===== src/rtl/vga_scanout.sv =====
`default_nettype none
// ============================================================================
// Module      : vga_scanout
// Description : VGA timing generator and pixel scanout. Walks a raster of
//               H_TOTAL x V_TOTAL positions at the pixel-enable rate, pulls
//               RGB565 pixels from a framebuffer stream during the active
//               window, and produces registered RGB/sync/DE outputs with
//               sticky underflow reporting.
// Revision    : 1.0 - initial release
// ============================================================================
module vga_scanout #(
    parameter int   H_ACTIVE = 800,
    parameter int   H_FP     = 40,
    parameter int   H_SYNC   = 128,
    parameter int   H_BP     = 88,
    parameter int   V_ACTIVE = 600,
    parameter int   V_FP     = 1,
    parameter int   V_SYNC   = 4,
    parameter int   V_BP     = 23,
    parameter logic SYNC_POL = 1'b1
) (
    input  logic        clk_i,
    input  logic        rst_ni,
    input  logic        pix_ce_i,
    input  logic        enable_i,
    input  logic        pix_valid_i,
    input  logic [15:0] pix_data_i,
    output logic        pix_ready_o,
    output logic [9:0]  req_x_o,
    output logic [9:0]  req_y_o,
    output logic [15:0] rgb_o,
    output logic        hsync_o,
    output logic        vsync_o,
    output logic        de_o,
    output logic        frame_start_o,
    input  logic        clr_underflow_i,
    output logic        underflow_o,
    output logic [15:0] underflow_cnt_o,
    output logic        busy_o
);

    // ------------------------------------------------------------------------
    // Raster geometry, all pre-computed as 11-bit constants so every compare
    // below is counter-vs-constant.
    // ------------------------------------------------------------------------
    localparam logic [10:0] H_ACT_END    = 11'(H_ACTIVE);
    localparam logic [10:0] H_SYNC_START = 11'(H_ACTIVE + H_FP);
    localparam logic [10:0] H_SYNC_END   = 11'(H_ACTIVE + H_FP + H_SYNC);
    localparam logic [10:0] H_LAST       = 11'(H_ACTIVE + H_FP + H_SYNC + H_BP - 1);

    localparam logic [10:0] V_ACT_END    = 11'(V_ACTIVE);
    localparam logic [10:0] V_ACT_LAST   = 11'(V_ACTIVE - 1);
    localparam logic [10:0] V_SYNC_START = 11'(V_ACTIVE + V_FP);
    localparam logic [10:0] V_SYNC_END   = 11'(V_ACTIVE + V_FP + V_SYNC);
    localparam logic [10:0] V_LAST       = 11'(V_ACTIVE + V_FP + V_SYNC + V_BP - 1);

    localparam logic [15:0] CNT_MAX      = 16'hFFFF;

    typedef enum logic [1:0] {
        ST_IDLE = 2'd0,
        ST_RUN  = 2'd1,
        ST_STOP = 2'd2
    } state_t;

    state_t      state;
    state_t      state_next;

    logic [10:0] h_cnt;
    logic [10:0] v_cnt;

    logic        scanning;
    logic        h_end;
    logic        v_end;
    logic        active;
    logic        hsync_on;
    logic        vsync_on;
    logic        consume;
    logic        underflow_evt;
    logic        at_origin;

    // ------------------------------------------------------------------------
    // Position decode
    // ------------------------------------------------------------------------
    assign scanning      = (state != ST_IDLE);
    assign h_end         = (h_cnt == H_LAST);
    assign v_end         = (v_cnt == V_LAST);
    assign active        = (h_cnt < H_ACT_END) && (v_cnt < V_ACT_END);
    assign hsync_on      = (h_cnt >= H_SYNC_START) && (h_cnt < H_SYNC_END);
    assign vsync_on      = (v_cnt >= V_SYNC_START) && (v_cnt < V_SYNC_END);
    assign at_origin     = (h_cnt == 11'd0) && (v_cnt == 11'd0);

    // Handshake toward the framebuffer: a slot is offered only while scanning
    // the active window on a pixel-enable cycle.
    assign pix_ready_o   = pix_ce_i && scanning && active;
    assign consume       = pix_ready_o && pix_valid_i;
    assign underflow_evt = pix_ready_o && !pix_valid_i;

    assign busy_o        = scanning;
    assign req_x_o       = active ? 10'(h_cnt) : 10'd0;

    // ------------------------------------------------------------------------
    // Control FSM. All transitions are qualified by the pixel enable so that
    // busy_o moves in step with the raster.
    // ------------------------------------------------------------------------

    // State register.
    always_ff @(posedge clk_i or negedge rst_ni) begin
        if (!rst_ni) begin
            state <= ST_IDLE;
        end else begin
            state <= state_next;
        end
    end

    // Next-state decode: STOP keeps scanning until the last raster position,
    // and re-enabling from STOP resumes RUN with no break in timing.
    always_comb begin
        state_next = state;
        if (pix_ce_i) begin
            case (state)
                ST_IDLE: begin
                    if (enable_i) begin
                        state_next = ST_RUN;
                    end
                end
                ST_RUN: begin
                    if (!enable_i) begin
                        state_next = ST_STOP;
                    end
                end
                ST_STOP: begin
                    if (enable_i) begin
                        state_next = ST_RUN;
                    end else if (h_end && v_end) begin
                        state_next = ST_IDLE;
                    end
                end
                default: begin
                    state_next = ST_IDLE;
                end
            endcase
        end
    end

    // Raster counters: held at the origin while idle, otherwise advance one
    // position per pixel enable with line and frame wrap.
    always_ff @(posedge clk_i or negedge rst_ni) begin
        if (!rst_ni) begin
            h_cnt <= 11'd0;
            v_cnt <= 11'd0;
        end else if (pix_ce_i) begin
            if (!scanning) begin
                h_cnt <= 11'd0;
                v_cnt <= 11'd0;
            end else if (h_end) begin
                h_cnt <= 11'd0;
                v_cnt <= v_end ? 11'd0 : (v_cnt + 11'd1);
            end else begin
                h_cnt <= h_cnt + 11'd1;
            end
        end
    end

    // Video output stage: one pixel-enable of latency, every output sampled
    // from the same raster position. Underflow slots show black with DE high.
    always_ff @(posedge clk_i or negedge rst_ni) begin
        if (!rst_ni) begin
            rgb_o   <= 16'd0;
            de_o    <= 1'b0;
            hsync_o <= ~SYNC_POL;
            vsync_o <= ~SYNC_POL;
        end else if (pix_ce_i) begin
            if (!scanning) begin
                rgb_o   <= 16'd0;
                de_o    <= 1'b0;
                hsync_o <= ~SYNC_POL;
                vsync_o <= ~SYNC_POL;
            end else begin
                rgb_o   <= consume ? pix_data_i : 16'd0;
                de_o    <= active;
                hsync_o <= hsync_on ? SYNC_POL : ~SYNC_POL;
                vsync_o <= vsync_on ? SYNC_POL : ~SYNC_POL;
            end
        end
    end

    // Frame origin marker: a single-clk pulse, cleared on the very next clk
    // even when pixel enables are sparse.
    always_ff @(posedge clk_i or negedge rst_ni) begin
        if (!rst_ni) begin
            frame_start_o <= 1'b0;
        end else begin
            frame_start_o <= pix_ce_i && (state == ST_RUN) && at_origin;
        end
    end

    // Prefetch line index: updated as the beam leaves the active part of a
    // line, pointing at the next line to fetch (wrapping to 0 after the last
    // visible line and throughout vertical blanking).
    always_ff @(posedge clk_i or negedge rst_ni) begin
        if (!rst_ni) begin
            req_y_o <= 10'd0;
        end else if (pix_ce_i && scanning && (h_cnt == H_ACT_END)) begin
            req_y_o <= (v_cnt < V_ACT_LAST) ? 10'(v_cnt + 11'd1) : 10'd0;
        end
    end

    // Underflow status: a clear coinciding with a new underflow leaves the
    // flag set and the count at one, so that event is never lost.
    always_ff @(posedge clk_i or negedge rst_ni) begin
        if (!rst_ni) begin
            underflow_o     <= 1'b0;
            underflow_cnt_o <= 16'd0;
        end else if (clr_underflow_i) begin
            underflow_o     <= underflow_evt;
            underflow_cnt_o <= underflow_evt ? 16'd1 : 16'd0;
        end else if (underflow_evt) begin
            underflow_o <= 1'b1;
            if (underflow_cnt_o != CNT_MAX) begin
                underflow_cnt_o <= underflow_cnt_o + 16'd1;
            end
        end
    end

endmodule
`default_nettype wire


===== config.mk =====
export PLATFORM = sky130hd
export DESIGN_NAME = vga_scanout
export DESIGN_NICKNAME = d
export VERILOG_FILES = /design/src/rtl/vga_scanout.sv
export SDC_FILE = /design/constraint.sdc
export NUM_CORES = 1
export LEC_CHECK = 0
export BUFFER_PORTS_ARGS = -buffer_cell sky130_fd_sc_hd__buf_2
export CAP_MARGIN = 5
export CELL_PAD_IN_SITES_DETAIL_PLACEMENT = 1
export CELL_PAD_IN_SITES_GLOBAL_PLACEMENT = 1
export CORE_MARGIN = 2
export CORE_UTILIZATION = 46
export CTS_BUF_LIST = sky130_fd_sc_hd__clkbuf_4 sky130_fd_sc_hd__clkbuf_8
export DETAILED_ROUTE_END_ITERATION = 10
export GPL_ROUTABILITY_DRIVEN = 0
export PLACE_DENSITY = 0.92
export SYNTH_ARGS = -nofsm -noshare
export SYNTH_HDL_FRONTEND = slang
export SYNTH_SLANG_ARGS = --single-unit

===== constraint.sdc =====
create_clock -name clk_i -period 5.8 [get_ports clk_i]
set_input_delay 0.58 -clock clk_i [delete_from_list [all_inputs] [get_ports clk_i]]
set_output_delay 0.58 -clock clk_i [all_outputs]
set_load 0.1 [all_outputs]

==> impl_results.html, run 1 <==
<table>
<tr><th>Metric</th><th>Value</th></tr>
<tr><th colspan="2">Synthesis</th></tr>
<tr><td>Share of Yosys cell area claimed by the top area cell type</td><td>roughly 47%</td></tr>
<tr><td>Synthesis Warnings</td><td>0</td></tr>
<tr><td>Top post-synthesis cells by area</td><td>sky130_fd_sc_hd__dfrtp_1 (47%), sky130_fd_sc_hd__o21ai_0 (4.5%), sky130_fd_sc_hd__a22o_1 (4.2%)</td></tr>
<tr><td>Sequential-to-total area share from yosys stat</td><td>a little under half</td></tr>
<tr><td>Most used DFF post-synth</td><td>sky130_fd_sc_hd__dfrtp_1</td></tr>
<tr><td>Number of enable flip-flop cells after synthesis</td><td>0</td></tr>
<tr><td>Number of register bits inferred by synthesis</td><td>71</td></tr>
<tr><td>Yosys top cell by area</td><td>sky130_fd_sc_hd__dfrtp_1</td></tr>
<tr><td>Summed instance area of the synthesized netlist</td><td>3761 sq um</td></tr>
<tr><td>Mean cell area of the mapped netlist</td><td>9.820 sq um</td></tr>
<tr><td>Number of cells produced by synthesis</td><td>383</td></tr>
<tr><td>Fraction of registers with async set or reset after synthesis</td><td>between 90% and 100%</td></tr>
<tr><td>Count of cell types in the netlist</td><td>between 50 and 60</td></tr>
<tr><td>Synthesized Nets</td><td>between 400 and 500</td></tr>
<tr><th colspan="2">Power and ir drop</th></tr>
<tr><td>Leakage power of the design</td><td>about 2.1 nW</td></tr>
<tr><td>Power per cell area</td><td>roughly 280 nW/um^2</td></tr>
<tr><td>Largest voltage drop on the vdd net</td><td>145.4 uV</td></tr>
<tr><th colspan="2">Drt</th></tr>
<tr><td>Detail Route Antenna Nets</td><td>0</td></tr>
<tr><td>Routed length per placed instance</td><td>~19 microns</td></tr>
<tr><td>Routed via count</td><td>around 3300</td></tr>
<tr><td>Iteration count of the initial detailed-routing pass</td><td>4</td></tr>
<tr><td>Number of DRC violations after detailed routing</td><td>0</td></tr>
<tr><td>Detail-routed via count per cell</td><td>about 6.0</td></tr>
<tr><td>Initial detailed-routing violation count</td><td>roughly 230</td></tr>
<tr><td>Final wirelength</td><td>between 10000 and 15000 microns</td></tr>
<tr><th colspan="2">Job</th></tr>
<tr><td>Count of maximum capacitance violations</td><td>0</td></tr>
<tr><th colspan="2">Placed design</th></tr>
<tr><td>Port bufs</td><td>80</td></tr>
<tr><td>Total placed cells including tap cells</td><td>~540</td></tr>
<tr><td>DP Wirelength</td><td>7614 microns</td></tr>
<tr><th colspan="2">Clock network</th></tr>
<tr><td>H-tree Lvls</td><td>3</td></tr>
<tr><td>Clk_lat worst skew</td><td>0.35 ns</td></tr>
<tr><td>Clock tree from TritonCTS</td><td>built</td></tr>
<tr><td>Clock input transition at the sequential cells of the worst setup and hold paths</td><td>around 0.07 ns</td></tr>
<tr><td>Buffer cell driving the clock tree root</td><td>sky130_fd_sc_hd__clkbuf_8</td></tr>
<tr><td>CTS Hold Buffers Added</td><td>0</td></tr>
<tr><td>Clock tree buffer depth</td><td>2</td></tr>
<tr><td>Number of buffers inserted during clock tree synthesis</td><td>9</td></tr>
<tr><td>CTS Sinks</td><td>approximately 70</td></tr>
<tr><td>Post-cts repair resize count</td><td>0</td></tr>
<tr><td>Post CTS Setup Buffer Count</td><td>0</td></tr>
<tr><th colspan="2">Floorplan</th></tr>
<tr><td>Width of the chip</td><td>94.43 microns</td></tr>
<tr><td>Starting density of the core</td><td>48.17%</td></tr>
<tr><td>Die outline height</td><td>roughly 94 microns</td></tr>
<tr><td>Top Ports</td><td>between 80 and 90</td></tr>
<tr><td>Placement Rows</td><td>32</td></tr>
<tr><td>Placeable core region</td><td>7807 sq um</td></tr>
<tr><td>Total die area</td><td>~8900 sq um</td></tr>
<tr><th colspan="2">Setup path</th></tr>
<tr><td>Largest fanout on the critical path</td><td>27</td></tr>
<tr><td>Critical setup path kind</td><td>in -&gt; out</td></tr>
<tr><td>Crit path launch</td><td>pix_ce_i</td></tr>
<tr><td>Required time worst endpoint</td><td>approximately 5.2 ns</td></tr>
<tr><td>Critical register-to-register path startpoint</td><td>v_cnt[0]</td></tr>
<tr><td>Kind of end point of the critical path</td><td>output port</td></tr>
<tr><td>Startpoint kind of the worst setup timing path</td><td>primary input</td></tr>
<tr><td>Arrival time worst endpoint</td><td>~2.7 ns</td></tr>
<tr><th colspan="2">STA</th></tr>
<tr><td>Tightest Pin Transition</td><td>0.8994 ns</td></tr>
<tr><td>Final hold violation count</td><td>0</td></tr>
<tr><td>Sum Neg Setup Slack</td><td>0 ns</td></tr>
<tr><td>Number of max-slew violations in the final report</td><td>0</td></tr>
<tr><td>Setup-failing EPs final</td><td>0</td></tr>
<tr><td>Post-route minimum period</td><td>around 3.3 ns</td></tr>
<tr><td>RSZ-0062 raised after global routing</td><td>false</td></tr>
<tr><td>Final worst clock skew</td><td>around 0.0077 ns</td></tr>
<tr><td>Achievable Freq</td><td>a little over 300 MHz</td></tr>
<tr><td>Remaining max-slew budget at the tightest pin</td><td>roughly 40%</td></tr>
<tr><td>Worst hold slack after final layout</td><td>around 0.44 ns</td></tr>
<tr><td>Share of the clock period used by the worst path</td><td>56.59%</td></tr>
<tr><th colspan="2">Cells and area</th></tr>
<tr><td>N_diodes</td><td>0</td></tr>
<tr><td>Final core occ</td><td>between 50% and 60%</td></tr>
<tr><td>Share of layout cells above drive strength 1</td><td>24.73%</td></tr>
<tr><td>Top library cells by usage in the layout, fill and taps aside</td><td>sky130_fd_sc_hd__buf_2 (80), sky130_fd_sc_hd__dfrtp_1 (71), sky130_fd_sc_hd__nand2_1 (37), sky130_fd_sc_hd__o21ai_0 (34), sky130_fd_sc_hd__nand3_1 (22)</td></tr>
<tr><td>Fillers</td><td>922</td></tr>
<tr><td>Area grow syn2layout</td><td>15.80%</td></tr>
<tr><td>Number of non-filler instances in the completed layout</td><td>around 560</td></tr>
<tr><td>Layout net count</td><td>roughly 480</td></tr>
<tr><td>Most frequent standard cell in the layout excluding fill and tap cells</td><td>sky130_fd_sc_hd__buf_2</td></tr>
<tr><th colspan="2">Worst hold path</th></tr>
<tr><td>Kind of path behind the tightest hold check</td><td>in -&gt; async</td></tr>
<tr><th colspan="2">Global route</th></tr>
<tr><td>Antenna violations before repair</td><td>0</td></tr>
<tr><td>Wire length of the first global-routing pass</td><td>18030 microns</td></tr>
<tr><td>Total congestion overflow</td><td>0</td></tr>
<tr><td>Tot GR Track Use</td><td>26.03%</td></tr>
<tr><td>Maximum number of pins on one net before global-route repair</td><td>72</td></tr>
<tr><td>Vias in the first global route</td><td>3463</td></tr>
<tr><th colspan="2">Outcome</th></tr>
<tr><td>Run status</td><td>finished, final reports clean</td></tr>
</table>
==> worst max-delay path, stage by stage <==
cell and delay, ns:
sky130_fd_sc_hd__buf_2 0.26, sky130_fd_sc_hd__clkinv_1 0.66, sky130_fd_sc_hd__nor2_1 0.49, sky130_fd_sc_hd__and3_2 0.26
sky130_fd_sc_hd__buf_2 0.44
==> registers in the layout, indices dropped and copies added, names as in the netlist <==
name / cells
rgb_o: 16
req_y_o: 10
underflow_o: 1
frame_start_o: 1
hsync_o: 1
vsync_o: 1
underflow_cnt_o: 16
h_cnt: 11
de_o: 1
v_cnt: 11
state: 2
==> stage by stage <==
stage / power (W) / instance area (sq um) / worst slack, ns
2_1_floorplan: 0.0007412 / 3761 / 2.920
3_3_place_gp: 0.0007969 / 4145 / 2.712
3_5_place_dp: 0.0008023 / 4145 / 2.585
4_1_cts: 0.001229 / 4355 / 2.550
5_1_grt: 0.001268 / 4355 / 2.329
6_report: 0.001223 / 4355 / 2.518
==> Yosys cell counts (all sizes together), types with 5 or more instances <==
| cell type | n |
|---|---|
| dfrtp | 71 |
| o21ai | 45 |
| nand2 | 38 |
| nand3 | 22 |
| nor2 | 19 |
| a22o | 18 |
| and3 | 17 |
| clkbuf | 14 |
| inv | 12 |
| nor3 | 12 |
| nor4 | 12 |
| xnor2 | 11 |
| nand4 | 9 |
| xor2 | 9 |
| a21oi | 7 |
| buf | 7 |
| ha | 6 |
| nor2b | 6 |
| a21o | 5 |
| mux2 | 5 |
| or3 | 5 |
| or4 | 5 |
==> final timing paths <==
check,to,slack (ns),cells after the start
max,pix_ready_o,2.52,5
min,v_cnt[2],0.44,2
max reg2reg,v_cnt[2],3.11,6
min reg2reg,req_y_o[7],0.49,2
max in group asynchronous,rgb_o[2],4.78,2
min in group clk_i,rgb_o[10],0.45,2
==> cells by family after synthesis <==
family                     count (synthesis)  synth area share, %
adders and majority gates                  6                1.996
AOI/OAI and AO/OA                         87                15.34
muxes                                      7                2.029
xor gates and xnor gates                  20                4.657
DFF                                       71                47.24
and+or+nand+nor                          157                23.42
buffers and inverters                     35                5.322
==> where the power goes <==
| group | switching (W) | total [W] | internal (W) |
|---|---|---|---|
| clock | 0.000189 | 0.000428 | 0.000239 |
| combinational | 0.000218 | 0.000265 | 0.0000463 |
| sequential | 0.0000160 | 0.000530 | 0.000514 |
==> area by class of cell <==
cell class	count	area, sq um	share of cell area [%]
clock buffers	9	123.9	2.844
clock inverters	6	86.33	1.982
inverters	13	48.80	1.120
multi-input cells	277	1784	40.97
flip-flops and latches	71	1777	40.79
well taps	102	127.6	2.930
repair buffers	81	407.9	9.365
==> per-layer routing <==
| metal | part of all wire (%) | global-route usage, % | vias up |
|---|---|---|---|
| met3 | 5.4 | 5.267 | 15 |
| met5 | 0 | 0 | - |
| li1 | - | - | 1534 |
| met1 | 46 | 35.60 | 1674 |
| met2 | 47 | 42.14 | 124 |
| met4 | 1.2 | 7.609 | 0 |
(Power assumes the default switching activity.)
==> inputs of run 2 (changes only) <==
--- a/config.mk
+++ b/config.mk
@@ -5,16 +5,17 @@
 export SDC_FILE = /design/constraint.sdc
 export NUM_CORES = 1
 export LEC_CHECK = 0
+export ABC_AREA = 1
 export BUFFER_PORTS_ARGS = -buffer_cell sky130_fd_sc_hd__buf_2
 export CAP_MARGIN = 5
 export CELL_PAD_IN_SITES_DETAIL_PLACEMENT = 1
 export CELL_PAD_IN_SITES_GLOBAL_PLACEMENT = 1
 export CORE_MARGIN = 2
-export CORE_UTILIZATION = 46
+export CORE_UTILIZATION = 41
 export CTS_BUF_LIST = sky130_fd_sc_hd__clkbuf_4 sky130_fd_sc_hd__clkbuf_8
 export DETAILED_ROUTE_END_ITERATION = 10
 export GPL_ROUTABILITY_DRIVEN = 0
-export PLACE_DENSITY = 0.92
+export PLACE_DENSITY = 0.87
 export SYNTH_ARGS = -nofsm -noshare
 export SYNTH_HDL_FRONTEND = slang
 export SYNTH_SLANG_ARGS = --single-unit
==> constraint.sdc (replaced) <==
create_clock -name clk_i -period 3.3 [get_ports clk_i]
set_input_delay 0.33 -clock clk_i [delete_from_list [all_inputs] [get_ports clk_i]]
set_output_delay 0.33 -clock clk_i [all_outputs]
set_load 0.1 [all_outputs]
==> run 2 against run 1 <==
Worst hold slack got worse by 0.28 ns. Worst setup slack worse by 1.9 ns. Critical path depth rose by 2. Critical endpoint is now req_x_o[6].
==> impl_results.html, run 2 <==
<table>
<tr><th>Metric</th><th>Value</th></tr>
<tr><th colspan="2">Outcome</th></tr>
<tr><td>Run status</td><td>finished, final reports clean (unchanged)</td></tr>
<tr><th colspan="2">Synthesis</th></tr>
<tr><td>Top post-synthesis cells by area</td><td>sky130_fd_sc_hd__dfrtp_1 (44%), sky130_fd_sc_hd__nand2_1 (14%), sky130_fd_sc_hd__nand3_1 (7.0%) (was sky130_fd_sc_hd__dfrtp_1 (47%), sky130_fd_sc_hd__o21ai_0 (4.5%), sky130_fd_sc_hd__a22o_1 (4.2%))</td></tr>
<tr><td>Synthesis Warnings</td><td>0 (unchanged)</td></tr>
<tr><td>Number of cells produced by synthesis</td><td>541 (was 383)</td></tr>
<tr><td>Fraction of registers with async set or reset after synthesis</td><td>100.0% (unchanged)</td></tr>
<tr><td>Sequential-to-total area share from yosys stat</td><td>43.63% (was 47.24%)</td></tr>
<tr><td>Mean cell area of the mapped netlist</td><td>7.528 sq um (was 9.820 sq um)</td></tr>
<tr><td>Top cells by count, synth</td><td>sky130_fd_sc_hd__nand2_1 (155), sky130_fd_sc_hd__dfrtp_1 (71), sky130_fd_sc_hd__nor2_1 (69), sky130_fd_sc_hd__nand3_1 (57), sky130_fd_sc_hd__inv_1 (46) (was sky130_fd_sc_hd__dfrtp_1 (71), sky130_fd_sc_hd__nand2_1 (37), sky130_fd_sc_hd__o21ai_0 (34), sky130_fd_sc_hd__nand3_1 (22), sky130_fd_sc_hd__nor2_1 (19))</td></tr>
<tr><td>Synthesized Nets</td><td>569 (was 411)</td></tr>
<tr><td>Count of cell types in the netlist</td><td>41 (was 51)</td></tr>
<tr><td>Share of Yosys cell area claimed by the top area cell type</td><td>43.63% (was 47.24%)</td></tr>
<tr><td>Most used DFF post-synth</td><td>sky130_fd_sc_hd__dfrtp_1 (unchanged)</td></tr>
<tr><td>Yosys top cell by area</td><td>sky130_fd_sc_hd__dfrtp_1 (unchanged)</td></tr>
<tr><td>Summed instance area of the synthesized netlist</td><td>4073 sq um (was 3761 sq um)</td></tr>
<tr><td>Number of enable flip-flop cells after synthesis</td><td>0 (unchanged)</td></tr>
<tr><td>Most numerous cell in the Yosys netlist</td><td>sky130_fd_sc_hd__nand2_1 (was sky130_fd_sc_hd__dfrtp_1)</td></tr>
<tr><td>Number of register bits inferred by synthesis</td><td>71 (unchanged)</td></tr>
<tr><th colspan="2">Global route</th></tr>
<tr><td>Maximum number of pins on one net before global-route repair</td><td>28 (was 72)</td></tr>
<tr><td>Tot GR Track Use</td><td>23.86% (was 26.03%)</td></tr>
<tr><td>Vias in the first global route</td><td>4135 (was 3463)</td></tr>
<tr><td>Wire length of the first global-routing pass</td><td>20820 microns (was 18030 microns)</td></tr>
<tr><td>Antenna violations before repair</td><td>0 (unchanged)</td></tr>
<tr><td>Total congestion overflow</td><td>0 (unchanged)</td></tr>
<tr><th colspan="2">Cells and area</th></tr>
<tr><td>Most frequent standard cell in the layout excluding fill and tap cells</td><td>sky130_fd_sc_hd__nand2_1 (was sky130_fd_sc_hd__buf_2)</td></tr>
<tr><td>Area grow syn2layout</td><td>18.83% (was 15.80%)</td></tr>
<tr><td>Post-layout instance area</td><td>4840 sq um (was 4355 sq um)</td></tr>
<tr><td>N_diodes</td><td>0 (unchanged)</td></tr>
<tr><td>Biggest registers after layout</td><td>rgb_o (16), underflow_cnt_o (16) (unchanged)</td></tr>
<tr><td>Fillers</td><td>1282 (was 922)</td></tr>
<tr><td>Layout net count</td><td>651 (was 481)</td></tr>
<tr><td>Top library cells by usage in the layout, fill and taps aside</td><td>sky130_fd_sc_hd__nand2_1 (155), sky130_fd_sc_hd__buf_2 (80), sky130_fd_sc_hd__dfrtp_1 (71), sky130_fd_sc_hd__nor2_1 (69), sky130_fd_sc_hd__nand3_1 (57) (was sky130_fd_sc_hd__buf_2 (80), sky130_fd_sc_hd__dfrtp_1 (71), sky130_fd_sc_hd__nand2_1 (37), sky130_fd_sc_hd__o21ai_0 (34), sky130_fd_sc_hd__nand3_1 (22))</td></tr>
<tr><td>Share of layout cells above drive strength 1</td><td>22.13% (was 24.73%)</td></tr>
<tr><th colspan="2">STA</th></tr>
<tr><td>Share of the clock period used by the worst path</td><td>around 80%</td></tr>
<tr><td>Final worst clock skew</td><td>0.01652 ns (was 0.007738 ns)</td></tr>
<tr><td>Sum Neg Setup Slack</td><td>0 ns (unchanged)</td></tr>
<tr><td>Setup-failing EPs final</td><td>0 (unchanged)</td></tr>
<tr><td>Remaining max-slew budget at the tightest pin</td><td>61.61% (was 40.04%)</td></tr>
<tr><td>RSZ-0062 raised after global routing</td><td>false (unchanged)</td></tr>
<tr><td>Final hold violation count</td><td>0 (unchanged)</td></tr>
<tr><td>Tightest Pin Transition</td><td>0.5758 ns (was 0.8994 ns)</td></tr>
<tr><td>Number of max-slew violations in the final report</td><td>0 (unchanged)</td></tr>
<tr><td>Post-route minimum period</td><td>between 2 and 3 ns</td></tr>
<tr><td>Achievable Freq</td><td>~380 MHz</td></tr>
<tr><th colspan="2">Floorplan</th></tr>
<tr><td>Placement Rows</td><td>36 (was 32)</td></tr>
<tr><td>Width of the chip</td><td>103.7 microns (was 94.43 microns)</td></tr>
<tr><td>Placeable core region</td><td>9729 sq um (was 7807 sq um)</td></tr>
<tr><td>Die outline height</td><td>103.7 microns (was 94.43 microns)</td></tr>
<tr><td>Starting density of the core</td><td>41.86% (was 48.17%)</td></tr>
<tr><td>Top Ports</td><td>81 (unchanged)</td></tr>
<tr><td>Total die area</td><td>10750 sq um (was 8916 sq um)</td></tr>
<tr><th colspan="2">Setup path</th></tr>
<tr><td>Cell-by-cell listing of the critical path</td><td>nand2_1 -&gt; o21a_2 -&gt; nand2_2 -&gt; nor2_8 -&gt; clkinv_1 -&gt; nor2_1 -&gt; buf_2 (was buf_2 -&gt; clkinv_1 -&gt; nor2_1 -&gt; and3_2 -&gt; buf_2)</td></tr>
<tr><td>Kind of end point of the critical path</td><td>output port (unchanged)</td></tr>
<tr><td>CP max-delay cell</td><td>sky130_fd_sc_hd__dfrtp_1 (was sky130_fd_sc_hd__clkinv_1)</td></tr>
<tr><td>CP bufs+invs</td><td>2 (was 3)</td></tr>
<tr><td>Critical register-to-register path startpoint</td><td>h_cnt[0] (was v_cnt[0])</td></tr>
<tr><td>Largest stage delay, worst path</td><td>0.46 ns (was 0.66 ns)</td></tr>
<tr><td>Startpoint kind of the worst setup timing path</td><td>flop (was primary input)</td></tr>
<tr><td>Register-to-register setup slack</td><td>1.11 ns (was 3.11 ns)</td></tr>
<tr><td>Worst Reg-to-Reg Cells</td><td>7 (was 6)</td></tr>
<tr><td>Required time worst endpoint</td><td>2.97 ns (was 5.22 ns)</td></tr>
<tr><td>Largest fanout on the critical path</td><td>10 (was 27)</td></tr>
<tr><td>Critical setup path kind</td><td>reg -&gt; out (was in -&gt; out)</td></tr>
<tr><td>Critical register-to-register path endpoint</td><td>v_cnt[5] (was v_cnt[2])</td></tr>
<tr><td>Top delay family on crit path</td><td>buffers and inverters (unchanged)</td></tr>
<tr><td>Arrival time worst endpoint</td><td>2.32 ns (was 2.70 ns)</td></tr>
<tr><th colspan="2">Worst hold path</th></tr>
<tr><td>WHS Path Cells</td><td>3</td></tr>
<tr><td>Worst Hold Path EP</td><td>rgb_o[5]</td></tr>
<tr><td>Kind of path behind the tightest hold check</td><td>in -&gt; reg (was in -&gt; async)</td></tr>
<tr><td>Worst min-delay path startpoint</td><td>pix_data_i[5]</td></tr>
<tr><th colspan="2">Drt</th></tr>
<tr><td>Number of DRC violations after detailed routing</td><td>0 (unchanged)</td></tr>
<tr><td>Detail Route Antenna Nets</td><td>0 (unchanged)</td></tr>
<tr><td>Iteration count of the initial detailed-routing pass</td><td>4 (unchanged)</td></tr>
<tr><td>Final wirelength</td><td>12430 microns (was 10880 microns)</td></tr>
<tr><td>Routed via count</td><td>3967 (was 3347)</td></tr>
<tr><td>Routed length per placed instance</td><td>16.33 microns (was 19.47 microns)</td></tr>
<tr><td>Initial detailed-routing violation count</td><td>211 (was 233)</td></tr>
<tr><td>Detail-routed via count per cell</td><td>5.213 (was 5.987)</td></tr>
<tr><th colspan="2">Clock network</th></tr>
<tr><td>Clk_lat worst skew</td><td>0.36 ns (was 0.35 ns)</td></tr>
<tr><td>H-tree Lvls</td><td>3 (unchanged)</td></tr>
<tr><td>Clock tree from TritonCTS</td><td>built (unchanged)</td></tr>
<tr><td>Number of buffers inserted during clock tree synthesis</td><td>9 (unchanged)</td></tr>
<tr><td>CTS Sinks</td><td>71 (unchanged)</td></tr>
<tr><td>Clock tree buffer depth</td><td>2 (unchanged)</td></tr>
<tr><td>Buffer cell driving the clock tree root</td><td>sky130_fd_sc_hd__clkbuf_8 (unchanged)</td></tr>
<tr><td>Post CTS Setup Buffer Count</td><td>0 (unchanged)</td></tr>
<tr><td>Clock input transition at the sequential cells of the worst setup and hold paths</td><td>0.09 ns (was 0.07 ns)</td></tr>
<tr><th colspan="2">Placed design</th></tr>
<tr><td>Instance area after placement</td><td>4579 sq um (was 4145 sq um)</td></tr>
<tr><td>DP Wirelength</td><td>8974 microns (was 7614 microns)</td></tr>
<tr><td>Port bufs</td><td>80 (unchanged)</td></tr>
<tr><th colspan="2">Power and ir drop</th></tr>
<tr><td>Leakage power of the design</td><td>2.552 nW (was 2.099 nW)</td></tr>
<tr><td>Largest voltage drop on the vdd net</td><td>374.3 uV (was 145.4 uV)</td></tr>
<tr><td>Power per cell area</td><td>739.6 nW/um^2 (was 280.8 nW/um^2)</td></tr>
<tr><th colspan="2">Job</th></tr>
<tr><td>Count of maximum capacitance violations</td><td>0 (unchanged)</td></tr>
</table>
run 2: cell types whose count changed in the layout (fill, tap and decap cells not counted), sizes merged, moves of 16 or more:
cell / delta
a22o: -18
and3: -16
o21ai: -22
nand3: +38
inv: +41
nor2: +57
nand2: +135
run 2: kinds of logic (layout without fill, tap and decap cells):
kind of cell | Yosys count | in the layout | share of synthesized area (%)
buffers and inverters | 68 | 155 | 7.097
xor gates and xnor gates | 7 | 7 | 1.505
adders and majority gates | 6 | 6 | 1.843
and+or+nand+nor | 336 | 336 | 38.10
DFF | 71 | 71 | 43.63
AOI/OAI and AO/OA | 53 | 53 | 7.834
run 2: through the flow:
step	total power, W	util [%]	setup WS, ns	cells	hold WS [ns]
6_report	0.003580	49.74	0.6468	761	0.1583
4_1_cts	0.003603	49.74	0.6769	761	0.1502
2_1_floorplan	0.002371	-	0.5759	541	0.03441
3_3_place_gp	0.002656	47.07	1.159	744	0.3545
3_5_place_dp	0.002699	47.07	1.085	744	0.3583
5_1_grt	0.003759	49.74	0.5159	761	0.1562
run 2: cell type report:
type / count / area (sq um) / area share, %
clock buffers: 11 / 145.1 / 2.999
flip-flops and latches: 71 / 1777 / 36.71
clock inverters: 5 / 105.1 / 2.172
inverters: 55 / 206.4 / 4.266
well taps: 133 / 166.4 / 3.438
repair buffers: 84 / 432.9 / 8.945
multi-input cells: 402 / 2007 / 41.47
run 2: repair_timing:
item | in CTS | in global routing
hold buffers | 1 | 0
hold endpoints to repair | 23 | 0
gates resized for setup | 0 | 0
run 2: per-layer routing:
metal	up-vias	track usage (%)	routed length, microns
li1	1913	-	-
met1	1952	29.79	5280
met4	0	7.915	194
met3	16	3.902	509
met2	86	42.10	6444
met5	-	0	0
run 2: how the worst max path moves through the flow:
stage / cells past startpoint / from / end / slack [ns]
5_1_grt: 7 / h_cnt[8] / req_x_o[6] / 0.52
6_report: 7 / h_cnt[8] / req_x_o[6] / 0.65
3_3_place_gp: 6 / pix_ce_i / pix_ready_o / 1.16
4_1_cts: 7 / h_cnt[8] / req_x_o[6] / 0.68
2_1_floorplan: 6 / h_cnt[8] / req_x_o[0] / 0.58
3_5_place_dp: 6 / pix_ce_i / pix_ready_o / 1.09
run 2: tightest hold or removal path: stages:
cell                      delay [ns]
sky130_fd_sc_hd__buf_2          0.07
sky130_fd_sc_hd__nand2_1        0.04
sky130_fd_sc_hd__nand2_1        0.05
run 2: report_power, final:
part | switching, W | internal [W]
sequential | 0.000151 | 0.00101
clock | 0.000356 | 0.000531
combinational | 0.00124 | 0.000291
